**config.mk**
```make
export PLATFORM = sky130hd
export DESIGN_NAME = mod16_counter
export DESIGN_NICKNAME = d
export VERILOG_FILES = /design/src/rtl/mod16_counter.sv
export SDC_FILE = /design/constraint.sdc
export NUM_CORES = 1
export LEC_CHECK = 0
export ABC_AREA = 1
export ABC_CLOCK_PERIOD_IN_PS = 3300
export CORE_AREA = 2 2 39 41
export CTS_CLUSTER_DIAMETER = 60
export DETAILED_ROUTE_END_ITERATION = 8
export DIE_AREA = 0 0 41 43
export SLEW_MARGIN = 20
export SYNTH_ARGS = -nofsm -noshare
export SYNTH_HDL_FRONTEND = slang
export SYNTH_SLANG_ARGS = --single-unit
```
**constraint.sdc**
```tcl
create_clock -name clk -period 3.3 [get_ports clk]
set_input_delay 0.66 -clock clk [delete_from_list [all_inputs] [get_ports clk]]
set_output_delay 0.66 -clock clk [all_outputs]
set_load 0.02 [all_outputs]
```
**src/rtl/mod16_counter.sv**
```systemverilog
// mod16_counter: WIDTH-bit up/down wrap-around counter with synchronous parallel preload.
// Latency: one clk edge from sampled x/preload/load to count; reset clears count immediately.
// Backpressure: none; the counter advances on every rising edge unless preloaded.
//
// Ports:
//   x       - direction select, 1 = up, 0 = down (ignored while preload = 1)
//   clk     - rising-edge clock
//   reset   - asynchronous active-low clear
//   preload - synchronous load enable, takes priority over counting
//   load    - value captured into count when preload = 1
//   count   - registered counter value
module mod16_counter #(
   parameter int WIDTH = 4
) (
   input  logic             x,
   input  logic             clk,
   input  logic             reset,
   input  logic             preload,
   input  logic [WIDTH-1:0] load,
   output logic [WIDTH-1:0] count
);

   localparam logic [WIDTH-1:0] one = WIDTH'(1);

   // Arithmetic is kept at WIDTH bits so up from all-ones and down from zero
   // wrap naturally modulo 2^WIDTH.
   always_ff @(posedge clk or negedge reset) begin
      if (!reset) begin
         count <= '0;
      end else if (preload) begin
         count <= load;
      end else if (x) begin
         count <= count + one;
      end else begin
         count <= count - one;
      end
   end

endmodule

```
==> results.txt <==
Slowest cell on crit path = clkdlybuf4s50_1
Buf+Inv Stages, Crit Path = 1
pin count of the biggest net entering global routing = 8
Setup WS post-layout = 1.39 ns
crit path DAT = 1.25 ns
Max FO, Critical Path = 4
Post-route DRC = 0
syn avg cell area = 8.26 um^2
RD Place Congestion = 0.691
Top delay family on crit path = buffers and inverters
biggest area consumer among synthesized cells = dfrtp_1
postcts setup bufs = 0
crit path launch type = register
layout cell share with drive strength beyond 1 = 9.09%
Lkg Pwr = 0.195 nW
I/O Pins = 12
top cells by area, synth = dfrtp_1, nand2_1, ha_1, fa_1, nand3_1
num rows = 14
Largest register FFs = 4
dpl cells = 57
hold buffers post-CTS = 0
Root Driver = clkbuf_4
area grow syn2layout = 61.6%
Cells after Synth = 30
Routed WL = 440 um
Die Wd = 41 um
Core Box Area = 1380 um^2
Bufs on Longest Clock Path = 2
Rel. slew slack = 85.9%
Wirelength per Cell = 7.33 um
Synth top area share = 40.4%
Die Height = 43 um
H-tree Lvls = 1
Routed Antenna Nets = 0
Worst-path clk slew = 0.03 ns
number of antenna diodes = 0
Critical Path Max Stage Delay = 0.63 ns
insertion delay to the later sink of the worst-skew pair = 0.23 ns
DP HPWL = 390 um
Final period util = 57.9%
RSZ-0062 raised after global routing = false
Fin. Hold Viols = 0
final setup skew = 0.00222 ns
Biggest register = count
drt initial violations = 0
worst-margin pin slew = 0.211 ns
hold_ws = 0.537 ns
syn_nets = 41
Main synth FF type = dfrtp_1
Hold Crit Class = reg -> reg
Worst Path Required = 2.64 ns
Largest regs = count: 4 flops
WS Path Type = reg -> out
PortBufs = 11
GRT Residual Overflow = 0
PwrDens = 494 nW/um^2
Max rail drop VDD = 0.154 mV
FF+latch count, synth = 4
Worst Setup End Kind = primary output
Finished Cell Area = 400 um^2
Post-synth top cells = nand2_1, dfrtp_1, inv_1
FMAX = 523 MHz
EDFF count, synth = 0
flop2flop setup slack = 2.11 ns
All-Layer GR Usage = 6.86%
Max Slew Vio Count = 0
clock sink count = 4
most frequent cell after synthesis = nand2_1
Ys Warns = 0
cts bufs inserted = 3
post_cts resized = 0
Setup TNS Final = 0 ns
final cell count without fillers = 60
detailed-route via count = 225
starting density of the core = 17.9%
Yosys cell types = 10
post-layout min period = 1.91 ns
fillers = 157
nets = 57
final setup fails = 0
CTS tree = yes
Placement Setup Slack = 1.18 ns
Post-Syn Area = 248 um^2
Seq/Total Area, Yosys = 40.4%
CP Cell Sequence = clkdlybuf4s50_1
First-pass DRT Iterations = 1
ys async rst share = 100%
first-pass GRT wire length = 765 um
number of vias per cell = 3.75
vias in the first global route = 201
placed cell area = 378 um^2
status = finished, final reports clean
initial antenna violation count = 0
Total Power = 0.198 mW
die area = 1760 um^2
number of max-cap violations = 0
Layout Utilization = 28.9%
-- path summary, 6_finish.rpt --
kind,from,to,depth (start not counted)
worst max-delay path,count[0]$_DFF_PN0_,count[0],1
worst min-delay path,count[0]$_DFF_PN0_,count[0]$_DFF_PN0_,1
worst max register to register,count[2]$_DFF_PN0_,count[3]$_DFF_PN0_,5
worst min register to register,count[0]$_DFF_PN0_,count[0]$_DFF_PN0_,1
max in group asynchronous,reset,count[0]$_DFF_PN0_,1
min in group asynchronous,reset,count[1]$_DFF_PN0_,1
-- area by class of cell --
class / count / area [um^2] / share of cell area, %
Timing Repair Buffer: 11 / 110 / 27.5
Tap cell: 16 / 20.0 / 5.00
Sequential cell: 4 / 100 / 25.0
Multi-Input combinational cell: 22 / 133 / 33.1
Inverter: 4 / 15.0 / 3.75
Clock buffer: 3 / 22.5 / 5.62
-- cells in the final DEF, fill, tap and decap left out --
master           synthesis  final
clkdlybuf4s50_1          0     11
fa_1                     1      1
xnor2_1                  1      1
dfrtp_1                  4      4
nand3_1                  3      3
o21ai_1                  1      1
ha_1                     2      2
clkbuf_4                 0      3
inv_1                    4      4
a21oi_2                  1      1
o21ai_0                  1      1
nand2_1                 12     12
-- routing by layer --
metal / global-route usage, % / share of wire [%] / vias up / wire (um)
met3: 1.57 / 7.3 / 0 / 32
met2: 8.13 / 49 / 8 / 217
li1: - / - / 125 / -
met4: 8.00 / 0 / 0 / 0
met1: 8.82 / 43 / 92 / 190
met5: 0 / 0 / - / 0
-- kinds of logic after synthesis --
logic type | synth area share [%]
xor+xnor | 3.54
compound gates | 7.57
buf+inv | 6.06
fa+ha+maj | 18.2
flops | 40.4
simple gates | 24.2
-- where the power goes --
part           switching, mW  total [mW]  internal [mW]
Clock                 0.0176      0.0582         0.0405
Sequential           0.00625      0.0639         0.0576
Combinational         0.0367      0.0756         0.0389
No activity file was read; power rests on OpenSTA's default activity.
